===== config.mk =====
export PLATFORM = sky130hd
export DESIGN_NAME = fadd_norm_stage
export DESIGN_NICKNAME = d
export VERILOG_FILES = /design/src/rtl/fadd_norm_stage_pkg.sv /design/src/rtl/fadd_norm_stage_penc32.sv /design/src/rtl/fadd_norm_stage.sv
export SDC_FILE = /design/constraint.sdc
export NUM_CORES = 1
export LEC_CHECK = 0
export CAP_MARGIN = 15
export CELL_PAD_IN_SITES_DETAIL_PLACEMENT = 1
export CELL_PAD_IN_SITES_GLOBAL_PLACEMENT = 2
export CORE_ASPECT_RATIO = 0.75
export CORE_UTILIZATION = 35
export DETAILED_ROUTE_END_ITERATION = 7
export HOLD_SLACK_MARGIN = 0.15
export PLACE_DENSITY_LB_ADDON = 0.1
export SLEW_MARGIN = 20
export SYNTH_ARGS = -nofsm -noshare
export SYNTH_HDL_FRONTEND = slang
export SYNTH_SLANG_ARGS = --single-unit

===== constraint.sdc =====
create_clock -name clk -period 8.2 [get_ports clk]
set_input_delay 2.46 -clock clk [delete_from_list [all_inputs] [get_ports clk]]
set_output_delay 2.46 -clock clk [all_outputs]
set_load 0.01 [all_outputs]

===== src/rtl/fadd_norm_stage_pkg.sv =====
// Shared floating-point adder definitions: default widths, hidden-bit position
// and the beat payload passed between adder stages.
package fadd_norm_stage_pkg;

  localparam int unsigned FADD_EXP_W  = 8;
  localparam int unsigned FADD_MANT_W = 32;
  localparam int unsigned HID_POS     = 30;
  localparam int unsigned EXP_MAX     = (1 << FADD_EXP_W) - 1;

  typedef struct packed {
    logic                   sign;
    logic [FADD_EXP_W-1:0]  exp;
    logic [FADD_MANT_W-1:0] mant;
  } fadd_beat_t;

endpackage


===== src/rtl/fadd_norm_stage_penc32.sv =====
// 32-bit leading-one priority encoder: index of the most significant set bit
// plus an all-zero flag.
module penc32 (
  input  logic [31:0] req_i,
  output logic [4:0]  idx_o,
  output logic        zero_o
);

  // Ascending scan so the highest set bit wins.
  always_comb begin
    idx_o  = 5'd0;
    zero_o = 1'b1;
    for (int i = 0; i < 32; i++) begin
      if (req_i[i]) begin
        idx_o  = 5'(i);
        zero_o = 1'b0;
      end
    end
  end

endmodule


===== src/rtl/fadd_norm_stage.sv =====
// Post-add normalization: locates the leading one of the raw magnitude, shifts
// it to the hidden-bit position and adjusts the exponent, with zero/uf/of flags.
module fadd_norm_stage
  import fadd_norm_stage_pkg::*;
#(
  parameter int unsigned EXP_W  = FADD_EXP_W,
  parameter int unsigned MANT_W = 32
) (
  input  logic              clk,
  input  logic              rst_n,
  input  logic              in_valid,
  output logic              in_ready,
  input  logic              in_sign,
  input  logic [EXP_W-1:0]  in_exp,
  input  logic [MANT_W-1:0] in_mant,
  output logic              out_valid,
  input  logic              out_ready,
  output logic              out_sign,
  output logic [EXP_W-1:0]  out_exp,
  output logic [MANT_W-1:0] out_mant,
  output logic              out_zero,
  output logic              out_uf,
  output logic              out_of
);

  localparam int unsigned ESW = EXP_W + 2;
  localparam logic signed [ESW-1:0] E_MAX_S  = ESW'((1 << EXP_W) - 1);
  localparam logic signed [ESW-1:0] E_ZERO_S = '0;

  if (MANT_W != 32) begin : g_mant_w_chk
    $error("fadd_norm_stage: MANT_W must be 32 to match penc32");
  end

  logic              s1_valid_q;
  logic              s1_sign_q;
  logic [EXP_W-1:0]  s1_exp_q;
  logic [MANT_W-1:0] s1_mant_q;
  logic              s2_valid_q;

  logic              s1_adv_c;
  logic              in_fire_c;

  logic [4:0]        enc_idx;
  logic              enc_zero;

  logic signed [ESW-1:0] exp_s;
  logic signed [ESW-1:0] e_c;
  logic [4:0]            sh_c;

  logic              sign_d;
  logic [EXP_W-1:0]  exp_d;
  logic [MANT_W-1:0] mant_d;
  logic              zero_d;
  logic              uf_d;
  logic              of_d;

  assign s1_adv_c  = !s2_valid_q || out_ready;
  assign in_ready  = !s1_valid_q || s1_adv_c;
  assign in_fire_c = in_valid && in_ready;
  assign out_valid = s2_valid_q;

  penc32 u_penc (
    .req_i  (s1_mant_q),
    .idx_o  (enc_idx),
    .zero_o (enc_zero)
  );

  assign exp_s = $signed({2'b00, s1_exp_q});

  // Shift/exponent adjust, then zero > overflow > underflow resolution.
  always_comb begin
    sh_c   = 5'd0;
    e_c    = exp_s;
    sign_d = s1_sign_q;
    mant_d = s1_mant_q;
    zero_d = 1'b0;
    uf_d   = 1'b0;
    of_d   = 1'b0;

    if (enc_idx == 5'd31) begin
      mant_d = {1'b0, s1_mant_q[MANT_W-1:2], s1_mant_q[1] | s1_mant_q[0]};
      e_c    = exp_s + $signed(ESW'(1));
    end else begin
      sh_c   = 5'(HID_POS) - enc_idx;
      mant_d = s1_mant_q << sh_c;
      e_c    = exp_s - $signed(ESW'(sh_c));
    end

    exp_d = e_c[EXP_W-1:0];

    if (enc_zero) begin
      mant_d = '0;
      exp_d  = '0;
      sign_d = 1'b0;
      zero_d = 1'b1;
    end else if (e_c >= E_MAX_S) begin
      exp_d  = '1;
      mant_d = '0;
      of_d   = 1'b1;
    end else if (e_c <= E_ZERO_S) begin
      exp_d  = '0;
      mant_d = '0;
      uf_d   = 1'b1;
      zero_d = 1'b1;
    end
  end

  // Stage 1: capture the incoming beat.
  always_ff @(posedge clk or negedge rst_n) begin
    if (!rst_n) begin
      s1_valid_q <= 1'b0;
      s1_sign_q  <= 1'b0;
      s1_exp_q   <= '0;
      s1_mant_q  <= '0;
    end else begin
      if (in_ready) begin
        s1_valid_q <= in_valid;
      end
      if (in_fire_c) begin
        s1_sign_q <= in_sign;
        s1_exp_q  <= in_exp;
        s1_mant_q <= in_mant;
      end
    end
  end

  // Stage 2: registered normalized result, held while stalled.
  always_ff @(posedge clk or negedge rst_n) begin
    if (!rst_n) begin
      s2_valid_q <= 1'b0;
      out_sign   <= 1'b0;
      out_exp    <= '0;
      out_mant   <= '0;
      out_zero   <= 1'b0;
      out_uf     <= 1'b0;
      out_of     <= 1'b0;
    end else if (s1_adv_c) begin
      s2_valid_q <= s1_valid_q;
      if (s1_valid_q) begin
        out_sign <= sign_d;
        out_exp  <= exp_d;
        out_mant <= mant_d;
        out_zero <= zero_d;
        out_uf   <= uf_d;
        out_of   <= of_d;
      end
    end
  end

endmodule


==> out/results.ini <==
[run_status]
outcome=finished clean

[finish]
areaGrowthSynthToFinish_pct=20.43
multi_input_area_sq_um=4195
fin_cells=1034
diodes=0
drive_above_1_share=0.1461
layout.nets=834
final.fill_count=2132
ff_latch_area_sq_um=2177

[sta]
slew_violations=0
tightest_slew_ns=1.133
slew_headroom=0.2419
hold_violations=0
fmax_mhz=151.3
setup_violations=0
tns_ns=0
fin_crit_sh=0.8059
period_minus_slack_ns=6.608
rsz0062_at_grt=false
clock_skew_ns=0.01163

[global_route]
gr-total-overflow=0
antenna_found_initial=0
grt_pass1_wl_mm=38.56
grt_max_degree=88
grt_pass1_vias=6160
grtUsageTotal=0.2592

[floorplan]
die-area_sq_um=19650
initial_core_util=0.3589
design.portCount=91
die_x_um=161.5
die_h_um=121.7
fp-row-count=43
coreArea_sq_um=18620

[job]
cap_violations=0

[worst_setup_path]
end_kind=register
cp_max_fo=25
crit_path_start_kind=register
r2r_cells=21
reg2reg_slack_ns=1.59
rr_startpoint=s1_mant_q[19]$_DFFE_PN0P_
critical_path_class=register to register
timing.rr.end=out_mant[20]$_DFFE_PN0P_
required_ns=8.46
arrival_ns=6.86

[routing]
vias_per_cell=6.061
first_iter_violations=562
drc_errors=0
routed_wl_mm=24.70
vias=6267
avgRoutedWirePerCell_um=23.89
firstDrtPassIters=4
antenna_left=0

[power_and_ir_drop]
clock_power_share=0.173
p_seq_frac=0.263
total_power_w=0.002647
switchingPower_w=0.001176
netSwitchingFraction=0.4442
p_leak_nw=3.230
combPwrFrac=0.564
ir_worst_vdd_mv=0.1300
p_int_w=0.001471
power.density_nw_per_um2=329.0

[logic_synthesis]
synth-warning-count=0
synth_top_cell_by_area=dfrtp_1
synth_cells=738
synth.cell_area_sq_um=6681
synth_top_area_share=0.3258
synth_edf_count=0
synth_cell_type_count=77
ys.flop_type=dfrtp_1
synth.area.top_cells=dfrtp_1 33%, mux2_2 7.9%, mux2i_1 7.6%
ys_seq_area_frac=0.3258
avgSynthCellArea_sq_um=9.053
synth_seq_cells=87
syn_nets=790
ys_async_sr_fraction=1.000

[clock_network]
post_cts_resized=0
cts_buffer_depth=2
insertion_delay_ns=0.35
holdBufCountCts=0
numCtsBuffers=9
htreeDepth=3
cts_tree=yes
path_clk_slew_ns=0.06
clock-sinks=87
cts_root_buf=clkbuf_16
cts_setup_buffers=0

[min_path]
min_path_cells=2
holdPathEnd=out_uf$_DFFE_PN0P_
hold_path_class=register to register
min-delay-start=out_uf$_DFFE_PN0P_

[place]
gp_congestion=0.9312
place_inst=1018
port_buffers=90
place_hpwl_mm=18.00

-- stage by stage --
step             util  hold slack (ns)  cell area [sq um]  setup WS [ns]
3_5_place_dp   0.4146           0.4608               7719          1.733
4_1_cts        0.4320           0.4753               8043          1.694
3_3_place_gp   0.4146           0.4533               7719          2.050
5_1_grt        0.4322           0.5034               8046          1.103
6_report       0.4322           0.4681               8046          1.592
2_1_floorplan       -           0.4572               6681          2.200
-- flip-flops by register name, indices dropped and copies added (netlist names) --
register / flops
out_uf: 1
s1_mant_q: 32
out_sign: 1
s1_valid_q: 1
s1_exp_q: 8
out_exp: 8
out_valid: 1
out_of: 1
s1_sign_q: 1
out_zero: 1
out_mant: 32
-- logic make-up (layout without fill, tap and decap cells) --
logic type      Yosys count  in the layout  synth area share
buf+inv                  84            133           0.05056
flops                    87             87            0.3258
fa+ha+maj                10             10           0.01873
compound gates          221            221            0.2408
xor+xnor                  6              6          0.007865
mux                     111            111            0.1978
simple gates            219            219            0.1584
-- cells in the final DEF (no fill, tap or decap), types with 12 or more instances in the layout --
| cell type | n |
|---|---|
| inv_1 | 15 |
| a22o_1 | 13 |
| a21oi_1 | 46 |
| clkdlybuf4s50_1 | 89 |
| nand2_1 | 77 |
| o21ai_0 | 34 |
| dfrtp_1 | 87 |
| nand2b_1 | 12 |
| mux4_2 | 12 |
| nor3_1 | 16 |
| mux2_2 | 47 |
| mux2i_1 | 51 |
| nand3_1 | 16 |
| nor2_1 | 50 |
-- metal layers --
layer | wire length, um | part of all wire | vias up | GRT usage
li1 | - | - | 2870 | -
met5 | 0 | 0 | - | 0
met3 | 1660 | 0.067 | 25 | 0.05277
met2 | 9836 | 0.40 | 223 | 0.3543
met1 | 12900 | 0.52 | 3149 | 0.4091
met4 | 303 | 0.012 | 0 | 0.05660
-- cells in the mapped netlist (all sizes together), types with 4 or more instances --
| library cell | n |
|---|---|
| o31ai | 12 |
| a21boi | 5 |
| inv | 16 |
| xnor2 | 4 |
| nand4 | 7 |
| nor4 | 10 |
| dfrtp | 87 |
| o22ai | 5 |
| o21ai | 46 |
| a221o | 10 |
| a21o | 5 |
| and3 | 6 |
| nor2 | 50 |
| a32o | 6 |
| o2111ai | 4 |
| a211oi | 11 |
| nand2 | 78 |
| nor3 | 17 |
| nand2b | 12 |
| o211ai | 11 |
| and2 | 5 |
| a21oi | 46 |
| or3 | 4 |
| buf | 13 |
| nand3 | 16 |
| mux2 | 48 |
| ha | 6 |
| or4 | 4 |
| mux2i | 51 |
| a22oi | 6 |
| clkbuf | 54 |
| o221ai | 5 |
| a31oi | 11 |
| a22o | 13 |
| mux4 | 12 |
-- worst max-delay path by stage --
stage,startpoint,to,slack (ns),cells after the start
after floorplan,s1_mant_q[19]$_DFFE_PN0P_,out_mant[8]$_DFFE_PN0P_,2.20,26
after global placement,s1_mant_q[2]$_DFFE_PN0P_,out_mant[12]$_DFFE_PN0P_,2.05,21
after detailed placement,s1_mant_q[19]$_DFFE_PN0P_,out_mant[11]$_DFFE_PN0P_,1.73,21
after CTS,s1_mant_q[19]$_DFFE_PN0P_,out_mant[20]$_DFFE_PN0P_,1.69,21
after global routing,s1_mant_q[19]$_DFFE_PN0P_,out_mant[12]$_DFFE_PN0P_,1.10,21
final,s1_mant_q[19]$_DFFE_PN0P_,out_mant[20]$_DFFE_PN0P_,1.59,21
-- layout make-up --
type / count / area share
clock inverters: 5 / 0.01011
inverters: 17 / 0.007930
well taps: 247 / 0.03841
repair buffers: 100 / 0.1214
clock buffers: 11 / 0.03017
multi-input cells: 567 / 0.5214
flip-flops and latches: 87 / 0.2706
-- power by group through the flow --
| stage | clock, W | sequential, W | combinational [W] |
|---|---|---|---|
| CTS | 0.000469 | 0.000696 | 0.00148 |
| global route | 0.000482 | 0.000719 | 0.00160 |
| detailed placement | 0 | 0.000704 | 0.00147 |
| finish | 0.000457 | 0.000697 | 0.00149 |
| floorplan | 0 | 0.000676 | 0.000919 |
| global placement | 0 | 0.000691 | 0.00146 |
-- worst max-delay path: stages (launching register included) --
cell	delay [ns]
dfrtp_1	0.51
nand2b_1	0.16
a21oi_1	0.07
o41ai_1	0.56
o211ai_2	0.19
inv_1	0.09
buf_4	0.35
ha_1	0.39
o41a_1	0.76
nor2_1	0.19
ha_1	0.52
nand2_1	0.15
a311oi_1	0.46
nand3_1	0.13
nor4_1	0.20
a211oi_1	0.08
o21ai_1	0.46
nor4_1	0.12
o211ai_1	0.17
o31ai_2	0.15
or3_4	0.51
o31ai_2	0.29
No activity file was read; power rests on OpenSTA's default activity.
